--- src/rtl/rom_boot_sequencer_pkg.sv ---
// ============================================================================
// Module   : rom_boot_sequencer_pkg
// Purpose  : Shared state encoding, default geometry and small helpers for
//            the boot-ROM copy sequencer.
// Revision : 1.0 - initial release
// ============================================================================
`default_nettype none

package rom_boot_sequencer_pkg;

  localparam int DEF_ADDR_W = 5;
  localparam int DEF_DEPTH  = 31;

  typedef enum logic [1:0] {
    ST_IDLE  = 2'd0,
    ST_COPY  = 2'd1,
    ST_DRAIN = 2'd2,
    ST_DONE  = 2'd3
  } seq_state_t;

  // The ROM port is free for debug only when no copy owns it.
  function automatic logic is_quiescent(input seq_state_t s);
    return (s == ST_IDLE) || (s == ST_DONE);
  endfunction

endpackage

`default_nettype wire

--- src/rtl/rom_boot_sequencer_if.sv ---
// ============================================================================
// Module   : rom_boot_sequencer_if
// Purpose  : Bundles the ROM read port, IMEM write port, debug read port and
//            CPU-facing status of the boot sequencer.
// Revision : 1.0 - initial release
// ============================================================================
`default_nettype none

interface rom_boot_sequencer_if
  import rom_boot_sequencer_pkg::*;
#(
  parameter int ADDR_W = DEF_ADDR_W
);

  logic              start;
  logic [ADDR_W-1:0] rom_addr;
  logic [31:0]       rom_instr;
  logic              imem_we;
  logic [ADDR_W-1:0] imem_waddr;
  logic [31:0]       imem_wdata;
  logic              dbg_req;
  logic [ADDR_W-1:0] dbg_addr;
  logic              dbg_gnt;
  logic              dbg_valid;
  logic [31:0]       dbg_rdata;
  logic              cpu_stall;
  logic              done;
  logic [31:0]       checksum;

  // Sequencer side: owns the ROM address and every status output.
  modport master (
    input  start, rom_instr, dbg_req, dbg_addr,
    output rom_addr, imem_we, imem_waddr, imem_wdata,
    output dbg_gnt, dbg_valid, dbg_rdata, cpu_stall, done, checksum
  );

  // Environment side: ROM, IMEM, CPU and debugger.
  modport slave (
    output start, rom_instr, dbg_req, dbg_addr,
    input  rom_addr, imem_we, imem_waddr, imem_wdata,
    input  dbg_gnt, dbg_valid, dbg_rdata, cpu_stall, done, checksum
  );

endinterface

`default_nettype wire

--- src/rtl/rom_boot_sequencer_arb.sv ---
// ============================================================================
// Module   : rom_port_arb
// Purpose  : Combinational owner of the shared ROM address bus. The copy
//            engine always wins; debug is granted only when the sequencer is
//            idle or finished and no start is arriving this cycle.
// Revision : 1.0 - initial release
// ============================================================================
`default_nettype none

module rom_port_arb
  import rom_boot_sequencer_pkg::*;
#(
  parameter int ADDR_W = DEF_ADDR_W
) (
  input  seq_state_t        state,
  input  logic              start,
  input  logic              dbg_req,
  input  logic [ADDR_W-1:0] dbg_addr,
  input  logic [ADDR_W-1:0] cnt,
  output logic              dbg_gnt,
  output logic [ADDR_W-1:0] rom_addr
);

  // start beats a debug request arriving in the same cycle.
  always_comb begin
    dbg_gnt = dbg_req & is_quiescent(state) & ~start;
  end

  // Address mux: copy counter, then granted debug address, else zero.
  always_comb begin
    rom_addr = '0;
    if (state == ST_COPY) begin
      rom_addr = cnt;
    end else if (dbg_gnt) begin
      rom_addr = dbg_addr;
    end
  end

endmodule

`default_nettype wire

--- src/rtl/rom_boot_sequencer.sv ---
// ============================================================================
// Module   : rom_boot_sequencer
// Purpose  : Copies the test-program ROM into IMEM after start, accumulating
//            a checksum and stalling the CPU until IMEM is final. A debug
//            read port shares the ROM address bus when no copy is running.
// Revision : 1.0 - initial release
// ============================================================================
`default_nettype none

module rom_boot_sequencer
  import rom_boot_sequencer_pkg::*;
#(
  parameter int ADDR_W    = DEF_ADDR_W,
  parameter int DEPTH     = DEF_DEPTH,
  parameter int IMEM_BASE = 0
) (
  input  logic                 clk,
  input  logic                 reset,
  rom_boot_sequencer_if.master bus
);

  localparam logic [ADDR_W-1:0] LAST_CNT = ADDR_W'(DEPTH - 1);
  localparam logic [ADDR_W-1:0] BASE     = ADDR_W'(IMEM_BASE);

  seq_state_t        state;
  seq_state_t        state_nxt;
  logic [ADDR_W-1:0] cnt;
  logic              gnt;
  logic [ADDR_W-1:0] rom_addr;

  logic              imem_we;
  logic [ADDR_W-1:0] imem_waddr;
  logic [31:0]       imem_wdata;
  logic [31:0]       checksum;
  logic              done;
  logic              cpu_stall;
  logic              dbg_valid;
  logic [31:0]       dbg_rdata;

  rom_port_arb #(
    .ADDR_W (ADDR_W)
  ) u_arb (
    .state    (state),
    .start    (bus.start),
    .dbg_req  (bus.dbg_req),
    .dbg_addr (bus.dbg_addr),
    .cnt      (cnt),
    .dbg_gnt  (gnt),
    .rom_addr (rom_addr)
  );

  // State register.
  always_ff @(posedge clk) begin
    if (reset) begin
      state <= ST_IDLE;
    end else begin
      state <= state_nxt;
    end
  end

  // Next-state logic; start is ignored while a copy is in flight.
  always_comb begin
    state_nxt = state;
    case (state)
      ST_IDLE:  if (bus.start) state_nxt = ST_COPY;
      ST_COPY:  if (cnt == LAST_CNT) state_nxt = ST_DRAIN;
      ST_DRAIN: state_nxt = ST_DONE;
      ST_DONE:  if (bus.start) state_nxt = ST_COPY;
      default:  state_nxt = ST_IDLE;
    endcase
  end

  // Copy datapath: counter, IMEM write port, checksum and status flags.
  always_ff @(posedge clk) begin
    if (reset) begin
      cnt        <= '0;
      imem_we    <= 1'b0;
      imem_waddr <= '0;
      imem_wdata <= '0;
      checksum   <= '0;
      done       <= 1'b0;
      cpu_stall  <= 1'b1;
    end else begin
      case (state)
        ST_IDLE: begin
          if (bus.start) begin
            cnt      <= '0;
            checksum <= '0;
          end
        end
        ST_COPY: begin
          imem_wdata <= bus.rom_instr;
          imem_waddr <= BASE + cnt;
          imem_we    <= 1'b1;
          checksum   <= checksum + bus.rom_instr;
          cnt        <= cnt + 1'b1;
        end
        ST_DRAIN: begin
          imem_we   <= 1'b0;
          done      <= 1'b1;
          cpu_stall <= 1'b0;
        end
        ST_DONE: begin
          if (bus.start) begin
            done      <= 1'b0;
            cpu_stall <= 1'b1;
            checksum  <= '0;
            cnt       <= '0;
          end
        end
        default: begin
          imem_we <= 1'b0;
        end
      endcase
    end
  end

  // Debug read capture: ROM data sampled on the granted cycle, held after.
  always_ff @(posedge clk) begin
    if (reset) begin
      dbg_valid <= 1'b0;
      dbg_rdata <= '0;
    end else begin
      dbg_valid <= gnt;
      if (gnt) begin
        dbg_rdata <= bus.rom_instr;
      end
    end
  end

  assign bus.rom_addr   = rom_addr;
  assign bus.dbg_gnt    = gnt;
  assign bus.imem_we    = imem_we;
  assign bus.imem_waddr = imem_waddr;
  assign bus.imem_wdata = imem_wdata;
  assign bus.checksum   = checksum;
  assign bus.done       = done;
  assign bus.cpu_stall  = cpu_stall;
  assign bus.dbg_valid  = dbg_valid;
  assign bus.dbg_rdata  = dbg_rdata;

endmodule

`default_nettype wire

--- src/flat_wrapper.sv ---
// flat-port wrapper written by rule: the top's interface ports become plain ports
module rom_boot_sequencer_flat import rom_boot_sequencer_pkg::*;
#(
  parameter int ADDR_W    = DEF_ADDR_W,
  parameter int DEPTH     = DEF_DEPTH,
  parameter int IMEM_BASE = 0
)
  (clk, reset, bus_start, bus_rom_instr, bus_dbg_req, bus_dbg_addr, bus_rom_addr, bus_imem_we, bus_imem_waddr, bus_imem_wdata, bus_dbg_gnt, bus_dbg_valid, bus_dbg_rdata, bus_cpu_stall, bus_done, bus_checksum);
  rom_boot_sequencer_if #(.ADDR_W(ADDR_W)) bus_i ();
  input  logic clk;
  input  logic reset;
  input wire logic [$bits(bus_i.start)-1:0] bus_start;
  input wire logic [$bits(bus_i.rom_instr)-1:0] bus_rom_instr;
  input wire logic [$bits(bus_i.dbg_req)-1:0] bus_dbg_req;
  input wire logic [$bits(bus_i.dbg_addr)-1:0] bus_dbg_addr;
  output wire logic [$bits(bus_i.rom_addr)-1:0] bus_rom_addr;
  output wire logic [$bits(bus_i.imem_we)-1:0] bus_imem_we;
  output wire logic [$bits(bus_i.imem_waddr)-1:0] bus_imem_waddr;
  output wire logic [$bits(bus_i.imem_wdata)-1:0] bus_imem_wdata;
  output wire logic [$bits(bus_i.dbg_gnt)-1:0] bus_dbg_gnt;
  output wire logic [$bits(bus_i.dbg_valid)-1:0] bus_dbg_valid;
  output wire logic [$bits(bus_i.dbg_rdata)-1:0] bus_dbg_rdata;
  output wire logic [$bits(bus_i.cpu_stall)-1:0] bus_cpu_stall;
  output wire logic [$bits(bus_i.done)-1:0] bus_done;
  output wire logic [$bits(bus_i.checksum)-1:0] bus_checksum;
  assign bus_i.start = bus_start;
  assign bus_i.rom_instr = bus_rom_instr;
  assign bus_i.dbg_req = bus_dbg_req;
  assign bus_i.dbg_addr = bus_dbg_addr;
  assign bus_rom_addr = bus_i.rom_addr;
  assign bus_imem_we = bus_i.imem_we;
  assign bus_imem_waddr = bus_i.imem_waddr;
  assign bus_imem_wdata = bus_i.imem_wdata;
  assign bus_dbg_gnt = bus_i.dbg_gnt;
  assign bus_dbg_valid = bus_i.dbg_valid;
  assign bus_dbg_rdata = bus_i.dbg_rdata;
  assign bus_cpu_stall = bus_i.cpu_stall;
  assign bus_done = bus_i.done;
  assign bus_checksum = bus_i.checksum;
  rom_boot_sequencer #(.ADDR_W(ADDR_W), .DEPTH(DEPTH), .IMEM_BASE(IMEM_BASE)) u_core (.clk(clk), .reset(reset), .bus(bus_i));
endmodule
--- config.mk ---
export PLATFORM = sky130hd
export DESIGN_NAME = rom_boot_sequencer_flat
export DESIGN_NICKNAME = d
export VERILOG_FILES = /design/src/rtl/rom_boot_sequencer_pkg.sv /design/src/rtl/rom_boot_sequencer_if.sv /design/src/rtl/rom_boot_sequencer_arb.sv /design/src/rtl/rom_boot_sequencer.sv /design/src/flat_wrapper.sv
export SDC_FILE = /design/constraint.sdc
export NUM_CORES = 1
export LEC_CHECK = 0
export CAP_MARGIN = 20
export CELL_PAD_IN_SITES_DETAIL_PLACEMENT = 1
export CELL_PAD_IN_SITES_GLOBAL_PLACEMENT = 1
export CORE_MARGIN = 1.5
export CORE_UTILIZATION = 36
export DETAILED_ROUTE_END_ITERATION = 10
export GPL_TIMING_DRIVEN = 0
export PLACE_DENSITY = 0.85
export SLEW_MARGIN = 5
export SYNTH_ARGS = -nofsm -noshare
export SYNTH_HDL_FRONTEND = slang
export SYNTH_HIERARCHICAL = 1
export SYNTH_SLANG_ARGS = --single-unit
--- constraint.sdc ---
create_clock -name clk -period 3.1 [get_ports clk]
set_input_delay 0.31 -clock clk [delete_from_list [all_inputs] [get_ports clk]]
set_output_delay 0.31 -clock clk [all_outputs]
set_load 0.05 [all_outputs]
==> impl_metrics.xml, run 1 <==
<?xml version="1.0" encoding="UTF-8"?>
<metrics>
  <group name="outcome">
    <metric name="run_status" unit="">finished clean</metric>
  </group>
  <group name="floorplan">
    <metric name="total_die_area" unit="sq um">16900</metric>
    <metric name="floorplan.initialDensity" unit="%">36.6</metric>
    <metric name="die_height" unit="um">130</metric>
    <metric name="die_x" unit="um">130</metric>
    <metric name="io_pins" unit="">152</metric>
    <metric name="area_of_the_core" unit="sq um">15800</metric>
    <metric name="row_count" unit="">46</metric>
  </group>
  <group name="setup_path">
    <metric name="start_kind" unit="">primary input</metric>
    <metric name="cp.buffers_inverters" unit="">2</metric>
    <metric name="cp.required" unit="ps">3350</metric>
    <metric name="end_kind" unit="">flop</metric>
    <metric name="worstSetupPathType" unit="">primary input to flop</metric>
    <metric name="critical_path_peak_fanout" unit="">4</metric>
    <metric name="worst_path_max_delay_cell" unit="">sky130_fd_sc_hd__clkdlybuf4s50_1</metric>
    <metric name="crit_chain" unit="">clkdlybuf4s50_1 -&gt; ha_1 -&gt; inv_1 -&gt; fa_1 -&gt; nand2b_1 -&gt; a21oi_2 -&gt; o41a_1 -&gt; o21ai_2 -&gt; nor3_2 -&gt; o211a_1 -&gt; or3_1 -&gt; a32o_1</metric>
    <metric name="crit_path_max_cell_delay" unit="ps">470</metric>
    <metric name="critical_path_arrival" unit="ps">3230</metric>
    <metric name="category_of_cells_accounting_for_the_largest_share_of_critical_path_delay" unit="">compound AO/OA/AOI/OAI gates</metric>
  </group>
  <group name="clocking">
    <metric name="clk_latency" unit="ps">360</metric>
    <metric name="cts-htree-levels" unit="">3</metric>
    <metric name="cts_root_buffer" unit="">sky130_fd_sc_hd__clkbuf_16</metric>
    <metric name="cts-buffers-inserted" unit="">9</metric>
    <metric name="cts_max_path_buffers" unit="">2</metric>
    <metric name="cts_tree" unit="">done</metric>
    <metric name="clkSinkCount" unit="">112</metric>
    <metric name="clkTransAtPathRegs" unit="ps">80</metric>
  </group>
  <group name="sta">
    <metric name="fin_crit_sh" unit="%">96.3</metric>
    <metric name="timing_hold_violations_final" unit="">0</metric>
    <metric name="finalSetupViolations" unit="">0</metric>
    <metric name="fmaxAchievable" unit="GHz">0.335</metric>
    <metric name="setup_slack" unit="ps">115</metric>
    <metric name="slew_violations" unit="">0</metric>
    <metric name="final.setup_skew" unit="ps">9.53</metric>
    <metric name="min_period" unit="ps">2980</metric>
    <metric name="unrepaired_setup_endpoints_after_global_routing" unit="">yes</metric>
    <metric name="slew_headroom" unit="%">37.1</metric>
    <metric name="worst_slew_pin_slew" unit="ps">943</metric>
  </group>
  <group name="place">
    <metric name="placement.io_buffers" unit="">151</metric>
    <metric name="dpl_worst_slack" unit="ps">-443</metric>
    <metric name="placed_cell_area" unit="sq um">7570</metric>
    <metric name="place.gp.congestion" unit="">0.884</metric>
    <metric name="dp_hpwl" unit="um">14000</metric>
  </group>
  <group name="yosys">
    <metric name="dominantRegCellSynth" unit="">sky130_fd_sc_hd__dfxtp_1</metric>
    <metric name="number_of_synthesized_flops_with_an_enable_pin" unit="">0</metric>
    <metric name="yosys_top_cell_area_share" unit="%">38.7</metric>
    <metric name="synth_commonest_cells" unit="">116 x sky130_fd_sc_hd__nor2_1, 112 x sky130_fd_sc_hd__dfxtp_1, 69 x sky130_fd_sc_hd__mux2i_1</metric>
    <metric name="ys_seq_area_share" unit="%">38.7</metric>
    <metric name="netlist.top_cell.by_area" unit="">sky130_fd_sc_hd__dfxtp_1</metric>
    <metric name="postSynth.asyncResetShare" unit="%">0</metric>
    <metric name="synthesis.instances" unit="">664</metric>
    <metric name="syn_std_cell_area" unit="sq um">5790</metric>
    <metric name="net_count_after_synthesis" unit="">744</metric>
    <metric name="synthesis.yosys.warnings" unit="">6</metric>
    <metric name="synth.area.top_cells" unit="">sky130_fd_sc_hd__dfxtp_1 39%, sky130_fd_sc_hd__mux2i_1 12%, sky130_fd_sc_hd__ha_1 8.2%, sky130_fd_sc_hd__nor2_1 7.5%, sky130_fd_sc_hd__a21oi_1 4.0%</metric>
    <metric name="netlist_cell_types" unit="">57</metric>
    <metric name="synth.avg_cell_area" unit="sq um">8.72</metric>
    <metric name="synthMostInstantiatedCell" unit="">sky130_fd_sc_hd__nor2_1</metric>
    <metric name="ys_ff_latch" unit="">112</metric>
  </group>
  <group name="route">
    <metric name="route.final.wire_length" unit="um">18400</metric>
    <metric name="antenna_violating_nets_post_route" unit="">0</metric>
    <metric name="drt_pass1_iterations" unit="">4</metric>
    <metric name="viasPerCell" unit="">5.24</metric>
    <metric name="via_count" unit="">5482</metric>
    <metric name="drt_iter0_markers" unit="">226</metric>
    <metric name="wire_per_inst" unit="um">17.6</metric>
    <metric name="drc" unit="">0</metric>
  </group>
  <group name="power">
    <metric name="power_density" unit="nW/um^2">846</metric>
    <metric name="power.static_leakage" unit="nW">3.06</metric>
    <metric name="worst_ir_drop_vdd" unit="V">0.000365</metric>
  </group>
  <group name="finish">
    <metric name="flow.area_growth_from_synthesis" unit="%">36.6</metric>
    <metric name="finalInstanceArea" unit="sq um">7910</metric>
    <metric name="num_antenna_cells" unit="">0</metric>
    <metric name="layout-drive-gt1-share" unit="%">3.73</metric>
    <metric name="final_net_count" unit="">906</metric>
  </group>
  <group name="flow_run">
    <metric name="maxCapViolations" unit="">0</metric>
  </group>
  <group name="grt">
    <metric name="grt_pass1_vias" unit="">5620</metric>
    <metric name="grt_antenna_before_repair" unit="">0</metric>
    <metric name="grt_max_degree" unit="">19</metric>
    <metric name="grt_first_pass_wirelength" unit="um">29400</metric>
    <metric name="grt_remaining_overflow" unit="">0</metric>
    <metric name="grtUsageTotal" unit="%">22.3</metric>
  </group>
  <group name="hold_path">
    <metric name="min-delay-path-class" unit="">flop to flop</metric>
  </group>
</metrics>
-- sequential cells by signal, summed over array words and instances, names as in the netlist --
signal                 count
u_core/bus.checksum       32
u_core/bus.cpu_stall       1
u_core/bus.dbg_rdata      32
u_core/bus.dbg_valid       1
u_core/bus.done            1
u_core/bus.imem_waddr      5
u_core/bus.imem_wdata     32
u_core/bus.imem_we         1
u_core/cnt                 5
u_core/state               2
-- kinds of logic (layout without fill, tap and decap cells) --
kind of cell	after synthesis	in the layout	synth area share (%)
and+or+nand+nor	215	215	16.7
AOI/OAI and AO/OA	152	152	16.7
DFF	112	112	38.7
muxes	69	69	11.9
buffers and inverters	51	218	3.48
adders and majority gates	39	39	8.55
xor gates and xnor gates	26	26	3.93
-- power by group --
part	leakage (nW)	internal [mW]	switching, mW
Clock	0.149	0.714	0.558
Sequential	0.912	1.72	0.189
Combinational	2.00	1.24	2.27
-- stage by stage --
stage	TNS (ps)	hold slack [ps]	std cells	power, mW	utilization, %
2_1_floorplan	0	457	664	4.34	-
3_3_place_gp	-1080	468	1031	5.35	47.8
3_5_place_dp	-1960	479	1031	5.44	47.8
4_1_cts	0	492	1047	6.73	49.9
5_1_grt	-31.2	512	1047	7.07	50.0
6_report	0	485	1047	6.69	50.0
-- layer usage --
layer,track usage (%),part of all wire [%],up-vias
li1,-,-,2680
met1,27.9,45,2676
met2,38.6,48,109
met3,4.22,4.9,17
met4,7.12,1.6,0
met5,0,0,-
-- placed cells by master (no fill, tap or decap), types with 7 or more instances in the layout --
cell type                         count
sky130_fd_sc_hd__o21ai_0             37
sky130_fd_sc_hd__inv_1               20
sky130_fd_sc_hd__dfxtp_1            112
sky130_fd_sc_hd__a21oi_1             45
sky130_fd_sc_hd__xnor2_1             13
sky130_fd_sc_hd__ha_1                38
sky130_fd_sc_hd__xor2_1              13
sky130_fd_sc_hd__mux2i_1             69
sky130_fd_sc_hd__nand3_1              9
sky130_fd_sc_hd__nor2_1             116
sky130_fd_sc_hd__a22oi_1              8
sky130_fd_sc_hd__clkbuf_1            23
sky130_fd_sc_hd__clkdlybuf4s50_1    151
sky130_fd_sc_hd__a21o_1               7
sky130_fd_sc_hd__nand4_1             10
sky130_fd_sc_hd__nand2b_1            11
sky130_fd_sc_hd__nand2_1             38
sky130_fd_sc_hd__clkbuf_16            9
-- timing repair --
action | CTS | global route
buffers inserted | 0 | 0
gates resized for setup | 1 | 6
endpoints found under the setup margin | 2 | 14
hold buffers | 0 | 0
-- final cells by class --
class	count	area, sq um
Clock inverter	6	92.6
Multi-Input combinational cell	501	3360
Clock buffer	10	229
Timing Repair Buffer	151	1510
Fill cell	1878	7920
Inverter	20	75.1
Buffer	31	128
Sequential cell	112	2240
Tap cell	216	270
-- worst min-delay path, cell delays in order, from the launching register on --
cell,delay (ps)
sky130_fd_sc_hd__dfxtp_1,330
sky130_fd_sc_hd__nand2_1,50
sky130_fd_sc_hd__o21ai_0,60
-- path summary, 6_finish.rpt --
path,cells after the start,from,slack (ps),endpoint
setup reg to reg,11,u_core/bus.checksum[0],250,u_core/bus.checksum[22]
hold reg to reg,2,u_core/bus.checksum[10],490,u_core/bus.checksum[10]
hold / removal,2,u_core/bus.checksum[10],490,u_core/bus.checksum[10]
setup / recovery,12,bus_rom_instr[0],120,u_core/bus.checksum[22]
(Power assumes the default switching activity.)
==> run 2: changes to the inputs <==
--- a/config.mk
+++ b/config.mk
@@ -8,6 +8,7 @@
 export CAP_MARGIN = 20
 export CELL_PAD_IN_SITES_DETAIL_PLACEMENT = 1
 export CELL_PAD_IN_SITES_GLOBAL_PLACEMENT = 1
+export CORE_ASPECT_RATIO = 1.4
 export CORE_MARGIN = 1.5
 export CORE_UTILIZATION = 36
 export DETAILED_ROUTE_END_ITERATION = 10
==> impl_metrics.xml, run 2 (synthesized netlist as in run 1, its figures left out) <==
<?xml version="1.0" encoding="UTF-8"?>
<metrics>
  <group name="flow_run">
    <metric name="maxCapViolations" unit="">0</metric>
  </group>
  <group name="grt">
    <metric name="grt_pass1_vias" unit="">5647</metric>
    <metric name="grt_max_degree" unit="">19</metric>
    <metric name="grt_first_pass_wirelength" unit="um">29600</metric>
    <metric name="grtUsageTotal" unit="%">22.4</metric>
    <metric name="grt_remaining_overflow" unit="">0</metric>
    <metric name="grt_antenna_before_repair" unit="">0</metric>
  </group>
  <group name="finish">
    <metric name="layout-drive-gt1-share" unit="%">3.61</metric>
    <metric name="flow.area_growth_from_synthesis" unit="%">35.2</metric>
    <metric name="layout.cells.most_common" unit="">sky130_fd_sc_hd__clkdlybuf4s50_1</metric>
    <metric name="largestRegisters" unit="">u_core/bus.checksum x32, u_core/bus.dbg_rdata x32, u_core/bus.imem_wdata x32</metric>
    <metric name="final_cell_mix" unit="">151 x sky130_fd_sc_hd__clkdlybuf4s50_1, 116 x sky130_fd_sc_hd__nor2_1, 112 x sky130_fd_sc_hd__dfxtp_1, 69 x sky130_fd_sc_hd__mux2i_1, 45 x sky130_fd_sc_hd__a21oi_1</metric>
    <metric name="num_antenna_cells" unit="">0</metric>
    <metric name="final_util" unit="%">50.0</metric>
    <metric name="final_net_count" unit="">905</metric>
  </group>
  <group name="route">
    <metric name="route.final.wire_length" unit="um">18500</metric>
    <metric name="via_count" unit="">5514</metric>
    <metric name="viasPerCell" unit="">5.37</metric>
    <metric name="drt_iter0_markers" unit="">185</metric>
    <metric name="antenna_violating_nets_post_route" unit="">0</metric>
    <metric name="drc" unit="">0</metric>
    <metric name="wire_per_inst" unit="um">18.0</metric>
    <metric name="drt_pass1_iterations" unit="">4</metric>
  </group>
  <group name="sta">
    <metric name="fmaxAchievable" unit="GHz">0.338</metric>
    <metric name="timing_hold_violations_final" unit="">0</metric>
    <metric name="fin_crit_sh" unit="%">95.5</metric>
    <metric name="finalSetupViolations" unit="">0</metric>
    <metric name="min_period" unit="ps">2960</metric>
    <metric name="final.setup_skew" unit="ps">8.42</metric>
    <metric name="unrepaired_setup_endpoints_after_global_routing" unit="">no</metric>
    <metric name="worst_slew_pin_slew" unit="ps">963</metric>
    <metric name="slew_violations" unit="">0</metric>
    <metric name="slew_headroom" unit="%">35.8</metric>
    <metric name="setup_total_negative_slack" unit="ps">0</metric>
  </group>
  <group name="clocking">
    <metric name="cts_root_buffer" unit="">sky130_fd_sc_hd__clkbuf_16</metric>
    <metric name="cts-htree-levels" unit="">3</metric>
    <metric name="clkTransAtPathRegs" unit="ps">70</metric>
    <metric name="clkSinkCount" unit="">112</metric>
    <metric name="post_cts_buffers" unit="">0</metric>
    <metric name="cts_tree" unit="">done</metric>
    <metric name="cts_max_path_buffers" unit="">2</metric>
    <metric name="clk_latency" unit="ps">360</metric>
    <metric name="cts-buffers-inserted" unit="">9</metric>
  </group>
  <group name="setup_path">
    <metric name="setup.reg_to_reg.worst_slack" unit="ps">210</metric>
    <metric name="cp.required" unit="ps">3370</metric>
    <metric name="r2r_end" unit="">u_core/bus.checksum[11]</metric>
    <metric name="cp.buffers_inverters" unit="">2</metric>
    <metric name="worstSetupPathType" unit="">primary input to flop</metric>
    <metric name="category_of_cells_accounting_for_the_largest_share_of_critical_path_delay" unit="">compound AO/OA/AOI/OAI gates</metric>
    <metric name="end_kind" unit="">flop</metric>
    <metric name="reg2regPathDepth" unit="">8</metric>
    <metric name="start_kind" unit="">primary input</metric>
    <metric name="critical_path_peak_fanout" unit="">4</metric>
    <metric name="crit_chain" unit="">clkdlybuf4s50_1 -&gt; ha_1 -&gt; inv_1 -&gt; fa_1 -&gt; nand2b_1 -&gt; a21oi_2 -&gt; o41a_1 -&gt; o21ai_2 -&gt; o21ai_0 -&gt; a211oi_2 -&gt; xor2_1 -&gt; o21ai_0</metric>
    <metric name="crit_path_max_cell_delay" unit="ps">510</metric>
    <metric name="cp_common_cell" unit="">sky130_fd_sc_hd__o21ai_0</metric>
    <metric name="worst_path_max_delay_cell" unit="">sky130_fd_sc_hd__clkdlybuf4s50_1</metric>
    <metric name="critical_path_arrival" unit="ps">3230</metric>
    <metric name="worst_r2r_startpoint" unit="">u_core/state[0]</metric>
  </group>
  <group name="hold_path">
    <metric name="hold-path-endpoint" unit="">u_core/bus.checksum[28]</metric>
    <metric name="hold_path_origin" unit="">u_core/bus.checksum[28]</metric>
    <metric name="min_delay_path_depth" unit="">2</metric>
    <metric name="min-delay-path-class" unit="">flop to flop</metric>
  </group>
  <group name="floorplan">
    <metric name="io_pins" unit="">152</metric>
    <metric name="total_die_area" unit="sq um">16900</metric>
    <metric name="area_of_the_core" unit="sq um">15700</metric>
    <metric name="die_x" unit="um">110</metric>
    <metric name="die_height" unit="um">153</metric>
    <metric name="floorplan.initialDensity" unit="%">36.9</metric>
    <metric name="row_count" unit="">54</metric>
  </group>
  <group name="place">
    <metric name="dp_hpwl" unit="um">14300</metric>
    <metric name="place.gp.congestion" unit="">0.846</metric>
    <metric name="placement.io_buffers" unit="">151</metric>
  </group>
  <group name="power">
    <metric name="power_density" unit="nW/um^2">834</metric>
    <metric name="total_power" unit="mW">6.53</metric>
    <metric name="power.static_leakage" unit="nW">3.03</metric>
    <metric name="worst_ir_drop_vdd" unit="V">0.000460</metric>
  </group>
  <group name="outcome">
    <metric name="run_status" unit="">finished clean</metric>
  </group>
</metrics>
[run 2: power breakdown]
group | total, mW | internal [mW] | switching [mW] | leakage (nW)
registers | 1.91 | 1.72 | 0.195 | 0.912
clock network | 1.11 | 0.548 | 0.564 | 0.121
logic | 3.51 | 1.24 | 2.27 | 2.00
[run 2: worst max-delay path by stage]
| stage | end | slack, ps | depth (start not counted) | startpoint |
|---|---|---|---|---|
| 6_report | u_core/bus.checksum[24] | 140 | 12 | bus_rom_instr[0] |
| 5_1_grt | u_core/bus.checksum[22] | 40 | 10 | bus_rom_instr[9] |
| 4_1_cts | u_core/bus.checksum[26] | 80 | 12 | bus_rom_instr[0] |
| 3_5_place_dp | u_core/bus.checksum[30] | -360 | 12 | bus_rom_instr[0] |
| 3_3_place_gp | u_core/bus.checksum[26] | -350 | 12 | bus_rom_instr[0] |
| 2_1_floorplan | u_core/bus.checksum[30] | 200 | 11 | u_core/bus.checksum[0] |
[run 2: layout make-up]
cell class	instances	area, sq um
Buffer	30	123
Inverter	20	75.1
Sequential cell	112	2240
Clock buffer	10	229
Tap cell	196	245
Multi-Input combinational cell	501	3360
Clock inverter	6	43.8
Timing Repair Buffer	151	1510
Fill cell	1901	7840
[run 2: worst min-delay path, stage by stage (launching register included)]
cell,delay (ps)
sky130_fd_sc_hd__dfxtp_1,330
sky130_fd_sc_hd__nand2_1,50
sky130_fd_sc_hd__o21ai_0,60
[run 2: what timing repair did]
item	in CTS	in global routing
resized for setup	1	3
hold buffers	0	0
setup endpoints to repair	1	13
endpoints found under the hold margin	0	0
[run 2: stage by stage]
stage	hold WS [ps]	area (sq um)	cells	worst slack, ps
2_1_floorplan	457	5790	664	204
3_3_place_gp	470	7550	1011	-354
3_5_place_dp	482	7550	1011	-361
4_1_cts	497	7820	1027	79.5
5_1_grt	518	7830	1026	35.7
6_report	489	7830	1026	140
[run 2: layer usage]
layer | vias to the layer above | GRT usage [%] | part of all wire (%)
met4 | 0 | 8.73 | 2.5
met1 | 2692 | 25.2 | 39
li1 | 2657 | - | -
met3 | 31 | 3.41 | 4.3
met5 | - | 0 | 0
met2 | 134 | 41.3 | 54
==> run 3: changes to the inputs <==
--- a/config.mk
+++ b/config.mk
@@ -19,3 +19,4 @@
 export SYNTH_HDL_FRONTEND = slang
 export SYNTH_HIERARCHICAL = 1
 export SYNTH_SLANG_ARGS = --single-unit
+export TNS_END_PERCENT = 20
==> results of run 3 <==
The final DEF is identical to that of run 2; final timing and power are the same.
